File: config.mk
export PLATFORM = sky130hd
export DESIGN_NAME = uart_rx_byte_flat
export DESIGN_NICKNAME = d
export VERILOG_FILES = /design/src/rtl/uart_pkg.sv /design/src/rtl/uart_rx_byte_if.sv /design/src/rtl/sync_2ff.sv /design/src/rtl/uart_rx_byte.sv /design/src/flat_wrapper.sv
export SDC_FILE = /design/constraint.sdc
export NUM_CORES = 1
export LEC_CHECK = 0
export BUFFER_PORTS_ARGS = -buffer_cell sky130_fd_sc_hd__buf_2
export CELL_PAD_IN_SITES_DETAIL_PLACEMENT = 0
export CELL_PAD_IN_SITES_GLOBAL_PLACEMENT = 1
export CORE_ASPECT_RATIO = 1.2
export CORE_UTILIZATION = 50
export CTS_BUF_LIST = sky130_fd_sc_hd__clkbuf_8
export DETAILED_ROUTE_END_ITERATION = 8
export PLACE_DENSITY_LB_ADDON = 0.25
export SYNTH_ARGS = -nofsm -noshare
export SYNTH_HDL_FRONTEND = slang
export SYNTH_SLANG_ARGS = --single-unit
File: constraint.sdc
create_clock -name clk -period 2.2 [get_ports clk]
set_input_delay 0.11 -clock clk [delete_from_list [all_inputs] [get_ports clk]]
set_output_delay 0.11 -clock clk [all_outputs]
set_load 0.1 [all_outputs]
File: src/rtl/uart_pkg.sv
// Shared types and helpers for the oversampled UART receiver.
package uart_pkg;

    localparam int DATA_BITS = 8;

    typedef enum logic [2:0] {
        IDLE,
        START,
        DATA,
        PARITY,
        STOP
    } state_t;

    // Clocks per bit, rounded to nearest.
    function automatic int calc_n(input int clk_freq, input int baud);
        return (clk_freq + baud / 2) / baud;
    endfunction

endpackage

File: src/rtl/uart_rx_byte_if.sv
// Receiver-side bundle: serial line in, byte and status strobes out.
interface uart_rx_byte_if;
    import uart_pkg::*;

    logic                 rx;
    logic [DATA_BITS-1:0] data;
    logic                 valid;
    logic                 frame_err;
    logic                 parity_err;
    logic                 busy;

    modport master (input rx, output data, valid, frame_err, parity_err, busy);
    modport slave  (output rx, input data, valid, frame_err, parity_err, busy);

endinterface

File: src/rtl/sync_2ff.sv
// Two-flop synchroniser for asynchronous inputs with a selectable reset value.
module sync_2ff #(
    parameter int               WIDTH   = 1,
    parameter logic [WIDTH-1:0] RST_VAL = '0
) (
    input  logic             clk,
    input  logic             rst_n,
    input  logic [WIDTH-1:0] d,
    output logic [WIDTH-1:0] q
);

    logic [WIDTH-1:0] meta;

    always_ff @(posedge clk or negedge rst_n) begin
        if (!rst_n) begin
            meta <= RST_VAL;
            q    <= RST_VAL;
        end else begin
            meta <= d;
            q    <= meta;
        end
    end

endmodule

File: src/rtl/uart_rx_byte.sv
// Oversampled 8N1 UART receiver with mid-bit sampling and one-cycle status strobes.
// Define UART_RX_PARITY_EN for 8E1 framing with an even-parity check.
module uart_rx_byte
    import uart_pkg::*;
#(
    parameter int CLK_FREQ = 100000000,
    parameter int BAUD     = 9600
) (
    input  logic           clk,
    input  logic           rst_n,
    uart_rx_byte_if.master bus
);

    localparam int N     = calc_n(CLK_FREQ, BAUD);
    localparam int H     = N / 2;
    localparam int CNT_W = $clog2(N);
    localparam logic [CNT_W-1:0] BIT_END  = CNT_W'(N - 1);
    localparam logic [CNT_W-1:0] HALF_END = CNT_W'(H - 1);
    localparam logic [2:0]       LAST_IDX = 3'(DATA_BITS - 1);

    if (N < 4) begin : g_n_check
        $error("uart_rx_byte: N=%0d clocks per bit, need at least 4", N);
    end

    logic rx_s;

    sync_2ff #(.WIDTH(1), .RST_VAL(1'b1)) u_sync (
        .clk  (clk),
        .rst_n(rst_n),
        .d    (bus.rx),
        .q    (rx_s)
    );

    state_t               state;
    logic [CNT_W-1:0]     cnt;
    logic [2:0]           idx;
    logic [DATA_BITS-1:0] shreg;
    logic [DATA_BITS-1:0] data_q;
    logic                 rx_d;
    logic                 armed;
    logic                 valid_q;
    logic                 ferr_q;
    logic                 busy_q;
`ifdef UART_RX_PARITY_EN
    logic                 perr_q;
    logic                 perr_flag;
`endif

    always_ff @(posedge clk or negedge rst_n) begin
        if (!rst_n) begin
            state     <= IDLE;
            cnt       <= '0;
            idx       <= '0;
            shreg     <= '0;
            data_q    <= '0;
            rx_d      <= 1'b1;
            armed     <= 1'b0;
            valid_q   <= 1'b0;
            ferr_q    <= 1'b0;
            busy_q    <= 1'b0;
`ifdef UART_RX_PARITY_EN
            perr_q    <= 1'b0;
            perr_flag <= 1'b0;
`endif
        end else begin
            rx_d    <= rx_s;
            valid_q <= 1'b0;
            ferr_q  <= 1'b0;
`ifdef UART_RX_PARITY_EN
            perr_q  <= 1'b0;
`endif
            case (state)
                IDLE: begin
                    cnt <= '0;
                    // A held-low line after a frame must go high before the next start counts.
                    if (rx_s) armed <= 1'b1;
                    if (armed && rx_d && !rx_s) begin
                        state  <= START;
                        busy_q <= 1'b1;
                        armed  <= 1'b0;
                    end
                end
                START: begin
                    if (cnt == HALF_END) begin
                        cnt <= '0;
                        if (!rx_s) begin
                            state <= DATA;
                            idx   <= '0;
`ifdef UART_RX_PARITY_EN
                            perr_flag <= 1'b0;
`endif
                        end else begin
                            state  <= IDLE;
                            busy_q <= 1'b0;
                        end
                    end else begin
                        cnt <= cnt + CNT_W'(1);
                    end
                end
                DATA: begin
                    if (cnt == BIT_END) begin
                        cnt        <= '0;
                        shreg[idx] <= rx_s;
                        if (idx == LAST_IDX) begin
`ifdef UART_RX_PARITY_EN
                            state <= PARITY;
`else
                            state <= STOP;
`endif
                        end else begin
                            idx <= idx + 3'd1;
                        end
                    end else begin
                        cnt <= cnt + CNT_W'(1);
                    end
                end
`ifdef UART_RX_PARITY_EN
                PARITY: begin
                    if (cnt == BIT_END) begin
                        cnt       <= '0;
                        perr_flag <= rx_s ^ (^shreg);
                        state     <= STOP;
                    end else begin
                        cnt <= cnt + CNT_W'(1);
                    end
                end
`endif
                STOP: begin
                    // Leave at mid-stop so a back-to-back start edge is not missed.
                    if (cnt == BIT_END) begin
                        cnt    <= '0;
                        state  <= IDLE;
                        busy_q <= 1'b0;
                        armed  <= 1'b0;
                        ferr_q <= !rx_s;
`ifdef UART_RX_PARITY_EN
                        perr_q <= perr_flag;
                        if (rx_s && !perr_flag) begin
`else
                        if (rx_s) begin
`endif
                            data_q  <= shreg;
                            valid_q <= 1'b1;
                        end
                    end else begin
                        cnt <= cnt + CNT_W'(1);
                    end
                end
                default: begin
                    state  <= IDLE;
                    busy_q <= 1'b0;
                end
            endcase
        end
    end

    assign bus.data      = data_q;
    assign bus.valid     = valid_q;
    assign bus.frame_err = ferr_q;
    assign bus.busy      = busy_q;
`ifdef UART_RX_PARITY_EN
    assign bus.parity_err = perr_q;
`else
    assign bus.parity_err = 1'b0;
`endif

endmodule

File: src/flat_wrapper.sv
// flat-port wrapper written by rule: the top's interface ports become plain ports
module uart_rx_byte_flat import uart_pkg::*;
#(
    parameter int CLK_FREQ = 100000000,
    parameter int BAUD     = 9600
)
  (clk, rst_n, bus_rx, bus_data, bus_valid, bus_frame_err, bus_parity_err, bus_busy);
  uart_rx_byte_if bus_i ();
  input  logic clk;
  input  logic rst_n;
  input wire logic [$bits(bus_i.rx)-1:0] bus_rx;
  output wire logic [$bits(bus_i.data)-1:0] bus_data;
  output wire logic [$bits(bus_i.valid)-1:0] bus_valid;
  output wire logic [$bits(bus_i.frame_err)-1:0] bus_frame_err;
  output wire logic [$bits(bus_i.parity_err)-1:0] bus_parity_err;
  output wire logic [$bits(bus_i.busy)-1:0] bus_busy;
  assign bus_i.rx = bus_rx;
  assign bus_data = bus_i.data;
  assign bus_valid = bus_i.valid;
  assign bus_frame_err = bus_i.frame_err;
  assign bus_parity_err = bus_i.parity_err;
  assign bus_busy = bus_i.busy;
  uart_rx_byte #(.CLK_FREQ(CLK_FREQ), .BAUD(BAUD)) u_core (.clk(clk), .rst_n(rst_n), .bus(bus_i));
endmodule
==> results of run 1 <==
## cells by family (layout without fill, tap and decap cells)
| logic type | after synthesis | in the layout | synth area share |
|---|---|---|---|
| buf+inv | 16 | 34 | 0.0468 |
| mux | 18 | 18 | 0.0924 |
| xor+xnor | 1 | 1 | 0.00394 |
| simple gates | 77 | 77 | 0.209 |
| flops | 43 | 43 | 0.486 |
| other cells | 1 | 1 | 0.00169 |
| fa+ha+maj | 4 | 4 | 0.0225 |
| compound gates | 42 | 42 | 0.137 |
## power by group
part,internal (mW),switching (mW)
sequential,0.844,0.0931
combinational,0.198,0.364
clock,0.227,0.285
## worst paths after layout
check | cells past startpoint | to
worst max register to register | 5 | u_core.shreg[7]
worst min-delay path | 0 | u_core.u_sync.q
max in group asynchronous | 2 | u_core.bus.data[3]
worst min register to register | 0 | u_core.u_sync.q
min in group asynchronous | 2 | u_core.shreg[5]
worst max-delay path | 5 | u_core.shreg[7]
## layout make-up
| type | count | area (µm²) | area share |
|---|---|---|---|
| multi-input combinational | 143 | 1040 | 0.428 |
| timing repair buffer | 20 | 123 | 0.0505 |
| inverter | 6 | 22.5 | 0.00928 |
| clock buffer | 5 | 68.8 | 0.0284 |
| sequential | 43 | 1080 | 0.445 |
| clock inverter | 3 | 23.8 | 0.00980 |
| tap | 56 | 70.1 | 0.0289 |
## cell usage in the layout (no fill, tap or decap), types with 2 or more instances in the layout
cell and count:
a21o_1 2, a21oi_1 4, a22o_1 7, a31oi_1 8
a41oi_1 5, and2_1 2, buf_2 13, buf_4 5
clkbuf_8 5, clkinvlp_4 2, dfrtp_1 40, dfstp_2 3
dlygate4sd3_1 2, ha_1 4, inv_1 6, mux2_2 16
nand2_1 19, nand2b_1 4, nand3_1 7, nand4_1 6
nor2_1 14, nor2b_1 2, nor3_1 4, nor4_1 2
nor4b_4 2, o21ai_0 11
## stage by stage
stage	hold WS (ps)	cells	area (µm²)
2_1_floorplan	-186	202	2220
3_3_place_gp	215	266	2310
3_5_place_dp	217	266	2310
4_1_cts	360	276	2420
5_1_grt	363	276	2430
6_report	358	276	2430
## what timing repair did
action	CTS	global route
setup endpoints to repair	0	1
hold buffers	2	0
setup buffers	0	0
gates resized for setup	0	1
endpoints found under the hold margin	41	0
## state kept, by name (all words and copies together), names as in the netlist
| name | flops |
|---|---|
| u_core.cnt | 14 |
| u_core.bus.data | 8 |
| u_core.shreg | 8 |
| u_core.idx | 3 |
| u_core.state | 3 |
| u_core.armed | 1 |
| u_core.bus.busy | 1 |
| u_core.bus.frame_err | 1 |
| u_core.bus.valid | 1 |
| u_core.rx_d | 1 |
| u_core.u_sync.meta | 1 |
| u_core.u_sync.q | 1 |
## metal layers
| layer | vias up | share of wire |
|---|---|---|
| li1 | 771 | - |
| met1 | 798 | 0.42 |
| met2 | 37 | 0.55 |
| met3 | 4 | 0.028 |
| met4 | 0 | 0.0067 |
| met5 | - | 0 |
## worst reg2reg max path: cells and delay by family, from the launching register on
family           cells  cell delay (ps)
DFF                  1              460
and+or+nand+nor      4             1110
muxes                1              320
==> results.py, run 1 <==
metrics = {
    "outcome": {
        "status": "finished clean",
    },
    "setup_path": {
        "crit_type": "flip-flop to flip-flop",
        "crit_start": "u_core.cnt[9]",
        "r2r_start": "u_core.cnt[9]",
        "cp_cell_sequence": "nor4b_4 -> and4_2 -> and3_4 -> nand4_2 -> mux2_4",
        "cp_num_buf_inv": 0,
        "crit_path_end_kind": "flip-flop",
        "worstPathMaxFanout": 9,
        "r2r_slack_ps": 210,
        "crit_slowest_cell": "dfrtp_1",
        "worstPathRequired_ps": 2390,
        "start_kind": "flip-flop",
        "crit_family": "simple AND/OR/NAND/NOR gates",
        "arrival_ps": 2180,
        "max_stage_delay_ps": 460,
    },
    "clocking": {
        "clockRootBuffer": "clkbuf_8",
        "clock-sinks": 43,
        "htreeDepth": 2,
        "cts_buffers": 5,
        "tritoncts": "yes",
        "clk_pin_slew_ps": 90,
        "cts.path.max_buffers": 2,
        "clock_latency_ps": 290,
    },
    "floorplanning": {
        "start_util": 0.521,
        "core_mm2": 0.00426,
        "fp.dieW_um": 62.8,
        "num_rows": 26,
        "fp.dieH_um": 75.0,
        "io-pin-count": 15,
        "die_area_mm2": 0.00471,
    },
    "route": {
        "routed-via-count": 1610,
        "dr.pass1.iters": 4,
        "drc_errors": 0,
        "via_per_inst": 5.83,
        "drtIter0Drc": 74,
        "wl_per_cell_um": 15.6,
        "wirelength_um": 4320,
        "antenna_left": 0,
    },
    "yosys": {
        "synth_area_mm2": 0.00222,
        "ys_ff_latch": 43,
        "synth_top_area_cell": "dfrtp_1",
        "yosysSeqAreaShare": 0.486,
        "netlist_top_cells_count": "40 x dfrtp_1, 19 x nand2_1, 16 x mux2_2, 14 x nor2_1, 11 x o21ai_0",
        "synth_edf_count": 0,
        "synthCells": 202,
        "ys_warn_count": 0,
        "async_flop_share": 1.00,
        "syn_area_per_cell_um2": 11.0,
        "synth.area.top_cells": "dfrtp_1 45%, mux2_2 8.1%, dfstp_2 3.5%",
        "synthesis.nets": 209,
        "synth_ff_type": "dfrtp_1",
        "post-synth-top-count-cell": "dfrtp_1",
        "yosys.area.top_type_share": 0.451,
        "synth_cell_types": 49,
    },
    "sta": {
        "finalCriticalPeriod_ps": 1990,
        "hold_viol": 0,
        "min_period_over_period": 0.905,
        "slew_headroom": 0.382,
        "maxSlewViolCount": 0,
        "fmax_ghz": 0.502,
        "tightest_slew_ps": 927,
        "fin_setup_tns_ps": 0,
        "rsz0062_at_grt": "no",
        "setup_violations": 0,
        "finClkSkew_ps": 9.57,
        "fin_ws_ps": 209,
    },
    "grt": {
        "grt_start_max_net_pins": 44,
        "grt_pass1_wl_um": 7470,
        "grt-ovfl-total": 0,
        "antenna_found_initial": 0,
        "grt_util_met3": 0.0455,
        "met2_usage": 0.399,
        "track_usage": 0.206,
        "grt_use_met1": 0.230,
        "first_global_vias": 1614,
        "busiest_layer": "met2",
    },
    "power_and_ir_drop": {
        "pwr_density_cell_mw_per_mm2": 829,
        "finalPower_mw": 2.01,
        "total_leakage_power_nw": 1.14,
        "max-vdd-ir-drop_uv": 352,
    },
    "finish": {
        "syn_to_final_growth_pct": 9.24,
        "fin_util": 0.569,
        "fill_cells": 395,
        "diodes": 0,
        "finalNetCount": 226,
        "drive_gt1_frac": 0.268,
    },
    "placed_design": {
        "io_buffer_count": 13,
        "dp_slack_ps": 113,
        "hpwl_um": 3110,
        "gp_congestion": 0.748,
    },
    "run": {
        "max-cap-violations": 0,
    },
    "hold_path": {
        "worstHoldStart": "u_core.u_sync.meta",
        "hp-class": "flip-flop to flip-flop",
    },
}
Power figures use the tool's default switching activity.
==> inputs of run 2 (changes only) <==
--- a/config.mk
+++ b/config.mk
@@ -12,6 +12,7 @@
 export CORE_UTILIZATION = 50
 export CTS_BUF_LIST = sky130_fd_sc_hd__clkbuf_8
 export DETAILED_ROUTE_END_ITERATION = 8
+export GPL_TIMING_DRIVEN = 0
 export PLACE_DENSITY_LB_ADDON = 0.25
 export SYNTH_ARGS = -nofsm -noshare
 export SYNTH_HDL_FRONTEND = slang
==> run 2 against run 1 <==
Against the previous run:
- register-to-register slack improved by 20 ps
- clock power rose by 2%
- critical path type unchanged
- critical path depth rose by 2
- total power rose by 2.3%
- core utilization rose by 1.3 points
- global-route usage fell by 0.60 points
- sequential cell count did not move
- worst setup slack improved by 23 ps
- sequential share of layout area fell by 0.99 points
- first-iteration DRC count fell by 2.7%
- final area rose by 2.3%
- largest power group unchanged
- maximum frequency rose by 1.2%
==> results.py, run 2 (same netlist as run 1, synthesis figures left out) <==
metrics = {
    "setup_path": {
        "worstPathRequired_ps": 2390,
        "cp_cell_sequence": "inv_1 -> ha_1 -> and3b_2 -> nand4_1 -> nor4b_4 -> o21ai_1 -> mux2_2",
        "r2r_cells": 7,
        "crit_slowest_cell": "dfrtp_1",
        "start_kind": "flip-flop",
        "max_stage_delay_ps": 410,
        "arrival_ps": 2160,
        "crit_path_end_kind": "flip-flop",
        "crit_type": "flip-flop to flip-flop",
        "worstPathMaxFanout": 4,
    },
    "finish": {
        "fin_util": 0.582,
        "layout_commonest_cell": "dfrtp_1",
        "drive_gt1_frac": 0.271,
        "layout_common_cells": "40 x dfrtp_1, 19 x nand2_1, 16 x mux2_2, 14 x nor2_1, 13 x buf_2",
        "syn_to_final_growth_pct": 11.7,
        "fin_area_mm2": 0.00248,
        "largest_reg_flops": 14,
        "finalNetCount": 231,
        "fill_cells": 372,
        "diodes": 0,
        "largest-register": "u_core.cnt",
    },
    "clocking": {
        "htreeDepth": 2,
        "clockRootBuffer": "clkbuf_8",
        "clock-sinks": 43,
        "clock_latency_ps": 300,
        "cts.path.max_buffers": 2,
        "cts_buffers": 5,
        "tritoncts": "yes",
        "clk_pin_slew_ps": 90,
    },
    "sta": {
        "fmax_ghz": 0.508,
        "finClkSkew_ps": 8.78,
        "finalCriticalPeriod_ps": 1970,
        "tightest_slew_ps": 922,
        "min_period_over_period": 0.894,
        "fin_ws_ps": 232,
        "slew_headroom": 0.385,
        "rsz0062_at_grt": "no",
        "fin_setup_tns_ps": 0,
        "maxSlewViolCount": 0,
        "setup_violations": 0,
        "hold_viol": 0,
    },
    "route": {
        "drc_errors": 0,
        "wirelength_um": 4360,
        "drtIter0Drc": 72,
        "via_per_inst": 5.71,
        "antenna_left": 0,
        "dr.pass1.iters": 4,
        "wl_per_cell_um": 15.5,
        "routed-via-count": 1605,
    },
    "grt": {
        "antenna_found_initial": 0,
        "grt_pass1_wl_um": 7210,
        "first_global_vias": 1573,
        "grt-ovfl-total": 0,
        "track_usage": 0.200,
        "grt_start_max_net_pins": 44,
    },
    "floorplanning": {
        "die_area_mm2": 0.00471,
        "fp.dieW_um": 62.8,
        "io-pin-count": 15,
        "num_rows": 26,
        "fp.dieH_um": 75.0,
        "start_util": 0.521,
        "core_mm2": 0.00426,
    },
    "placed_design": {
        "hpwl_um": 3090,
        "dp_slack_ps": 112,
        "placed_cell_area_mm2": 0.00236,
        "gp_congestion": 0.846,
        "io_buffer_count": 13,
    },
    "hold_path": {
        "hp-class": "flip-flop to flip-flop",
        "hold_depth": 0,
    },
    "run": {
        "max-cap-violations": 0,
    },
    "power_and_ir_drop": {
        "pwr_density_cell_mw_per_mm2": 829,
        "max-vdd-ir-drop_uv": 430,
        "total_leakage_power_nw": 1.17,
    },
    "outcome": {
        "status": "finished clean",
    },
}
[run 2: stage by stage]
stage,power (mW),hold slack (ps),instances
4_1_cts,2.06,360,281
3_3_place_gp,1.51,216,271
5_1_grt,2.19,366,281
3_5_place_dp,1.53,217,271
6_report,2.06,359,281
2_1_floorplan,1.38,-186,202
[run 2: final cells by class]
type / count / area, µm² / area share
Multi-Input combinational cell: 143 / 1050 / 0.423
Clock buffer: 5 / 68.8 / 0.0277
Inverter: 6 / 22.5 / 0.00908
Timing Repair Buffer: 15 / 85.1 / 0.0343
Sequential cell: 43 / 1080 / 0.435
Buffer: 10 / 81.3 / 0.0328
Tap cell: 56 / 70.1 / 0.0282
Clock inverter: 3 / 23.8 / 0.00958
[run 2: worst max-delay path: cells and delay by family, from the launching register on]
family | cells | cell delay, ps
AND/OR/NAND/NOR | 3 | 770
buffers and inverters | 1 | 100
adder cells (fa/ha/maj) | 1 | 170
AO/OA/AOI/OAI | 1 | 140
flip-flops | 1 | 410
multiplexers | 1 | 280
[run 2: report_power, final]
| part | internal [mW] | total [mW] | switching [mW] |
|---|---|---|---|
| logic | 0.226 | 0.641 | 0.414 |
| clock network | 0.227 | 0.521 | 0.294 |
| registers | 0.845 | 0.896 | 0.0515 |
| total | 1.30 | 2.06 | 0.759 |
[run 2: repair_timing]
item	4_1_cts	5_1_grt
setup endpoints to repair	0	2
buffers inserted	0	0
hold endpoints to repair	41	0
gates resized for setup	0	1
hold buffers	2	0
[run 2: final timing paths]
check,from,endpoint,slack [ps]
min reg2reg,u_core.u_sync.meta,u_core.u_sync.q,360
max,u_core.cnt[0],u_core.idx[0],230
min,u_core.u_sync.meta,u_core.u_sync.q,360
max reg2reg,u_core.cnt[0],u_core.idx[0],230
max in group asynchronous,rst_n,u_core.cnt[1],1140
min in group asynchronous,rst_n,u_core.bus.busy,480
[run 2: routing by layer]
metal | up-vias | part of all wire | GRT usage | wire length [µm]
met3 | 5 | 0.025 | 0.0455 | 109
met1 | 794 | 0.44 | 0.231 | 1900
li1 | 780 | - | - | -
met4 | 0 | 0.013 | 0.0672 | 55
met5 | - | 0 | 0 | 0
met2 | 26 | 0.53 | 0.372 | 2300
==> inputs of run 3 (changes only) <==
==> constraint.sdc (replaced) <==
create_clock -name clk -period 1.99 [get_ports clk]
set_input_delay 0.0995 -clock clk [delete_from_list [all_inputs] [get_ports clk]]
set_output_delay 0.0995 -clock clk [all_outputs]
set_load 0.1 [all_outputs]
==> run 3 against run 2 <==
Against the previous run:
- wire length is 5.5% higher
- global-route usage is 0.067 points higher
- final area is 3.9% higher
- critical path type unchanged
- clock-buffer cell count stayed put
- clock power is 10% higher
- critical endpoint unchanged
- clock skew hardly changed
- non-clock buffer count is 10 higher
==> results.py, run 3 (same netlist as run 1, synthesis figures left out) <==
metrics = {
    "outcome": {
        "status": "finished clean",
    },
    "floorplanning": {
        "fp.dieW_um": 62.8,
        "start_util": 0.521,
        "io-pin-count": 15,
        "fp.dieH_um": 75.0,
        "core_mm2": 0.00426,
        "die_area_mm2": 0.00471,
        "num_rows": 26,
    },
    "sta": {
        "min_period_over_period": 0.990,
        "maxSlewViolCount": 0,
        "fin_ws_ps": 20.5,
        "fmax_ghz": 0.508,
        "finClkSkew_ps": 9.03,
        "finalCriticalPeriod_ps": 1970,
        "slew_headroom": 0.382,
        "tightest_slew_ps": 927,
        "fin_setup_tns_ps": 0,
        "setup_violations": 0,
        "hold_viol": 0,
    },
    "clocking": {
        "clk_pin_slew_ps": 90,
        "clockRootBuffer": "clkbuf_8",
        "clock-sinks": 43,
        "tritoncts": "yes",
        "htreeDepth": 2,
        "clock_latency_ps": 300,
        "cts.path.max_buffers": 2,
        "cts_buffers": 5,
    },
    "route": {
        "drtIter0Drc": 105,
        "via_per_inst": 5.78,
        "wl_per_cell_um": 15.8,
        "drc_errors": 0,
        "dr.pass1.iters": 4,
        "routed-via-count": 1683,
        "wirelength_um": 4600,
        "antenna_left": 0,
    },
    "grt": {
        "track_usage": 0.201,
        "first_global_vias": 1575,
        "grt_pass1_wl_um": 7240,
        "antenna_found_initial": 0,
        "grt_start_max_net_pins": 44,
        "grt-ovfl-total": 0,
    },
    "setup_path": {
        "crit_type": "flip-flop to flip-flop",
        "worstPathMaxFanout": 3,
        "crit_path_end_kind": "flip-flop",
        "worstPathRequired_ps": 2180,
        "r2r_start": "u_core.cnt[8]",
        "arrival_ps": 2160,
        "start_kind": "flip-flop",
        "crit_start": "u_core.cnt[8]",
    },
    "finish": {
        "syn_to_final_growth_pct": 16.1,
        "largest-register": "u_core.cnt",
        "finalNetCount": 241,
        "layout_common_cells": "39 x dfrtp_1, 19 x nand2_1, 15 x mux2_2, 14 x nor2_1, 14 x buf_2",
        "layout_commonest_cell": "dfrtp_1",
        "largest_reg_flops": 14,
        "drive_gt1_frac": 0.323,
        "diodes": 0,
    },
    "placed_design": {
        "io_buffer_count": 13,
        "dp_slack_ps": -97.6,
        "gp_congestion": 0.846,
        "hpwl_um": 3090,
    },
    "run": {
        "max-cap-violations": 0,
    },
    "hold_path": {
        "worstHoldStart": "u_core.u_sync.meta",
        "hp-class": "flip-flop to flip-flop",
    },
    "power_and_ir_drop": {
        "total_leakage_power_nw": 1.22,
        "clock_power_share": 0.245,
        "internal-power_mw": 1.47,
        "p_seq_frac": 0.423,
        "switching_share": 0.371,
        "p_sw_mw": 0.870,
        "p_comb_frac": 0.332,
        "max-vdd-ir-drop_uv": 502,
        "pwr_density_cell_mw_per_mm2": 910,
    },
}
[run 3: per-layer routing]
| layer | routed length (µm) | vias to the layer above | global-route usage |
|---|---|---|---|
| met3 | 177 | 9 | 0.0455 |
| met2 | 2460 | 46 | 0.372 |
| met1 | 1880 | 826 | 0.233 |
| met4 | 87 | 0 | 0.0672 |
| li1 | - | 802 | - |
| met5 | 0 | - | 0 |
[run 3: final timing paths]
| check | slack, ps | depth (start not counted) | to |
|---|---|---|---|
| max in group asynchronous | 880 | 2 | u_core.cnt[9] |
| hold / removal | 360 | 0 | u_core.u_sync.q |
| setup / recovery | 20 | 7 | u_core.idx[0] |
| hold reg to reg | 360 | 0 | u_core.u_sync.q |
| min in group asynchronous | 470 | 2 | u_core.bus.busy |
| setup reg to reg | 20 | 7 | u_core.idx[0] |
[run 3: timing repair]
action / CTS / global route
pin swaps: 0 / 9
cloned: 0 / 1
endpoints found under the setup margin: 5 / 23
hold buffers: 2 / 0
endpoints found under the hold margin: 41 / 0
gates resized for setup: 1 / 12
buffers inserted: 0 / 9
[run 3: cell type report]
type,count,area [µm²]
Timing Repair Buffer,25,161
Inverter,6,22.5
Multi-Input combinational cell,143,1060
Sequential cell,43,1080
Fill cell,368,1680
Tap cell,56,70.1
Buffer,10,86.3
Clock inverter,3,23.8
Clock buffer,5,68.8
[run 3: power groups by stage]
stage	logic, mW	clock network, mW	registers (mW)
floorplan	0.486	0	1.04
global placement	0.670	0	1.00
detailed placement	0.689	0	1.01
CTS	0.714	0.591	0.990
global route	0.860	0.628	0.999
finish	0.778	0.574	0.992
[run 3: worst max-delay path: stages (launching register included)]
cell and delay, ps:
dfrtp_1 380, buf_6 120, nor4b_4 300, nand4_1 150, buf_6 160, nor4b_4 340, o21ai_2 140, mux2_4 270
[run 3: per-stage QoR]
step | util | hold WS, ps | instance area [µm²] | std cells | total power [mW]
2_1_floorplan | - | -196 | 2220 | 202 | 1.53
3_3_place_gp | 0.553 | 205 | 2360 | 271 | 1.67
3_5_place_dp | 0.553 | 207 | 2360 | 271 | 1.69
4_1_cts | 0.582 | 360 | 2480 | 281 | 2.30
5_1_grt | 0.605 | 366 | 2580 | 291 | 2.49
6_report | 0.605 | 359 | 2580 | 291 | 2.34
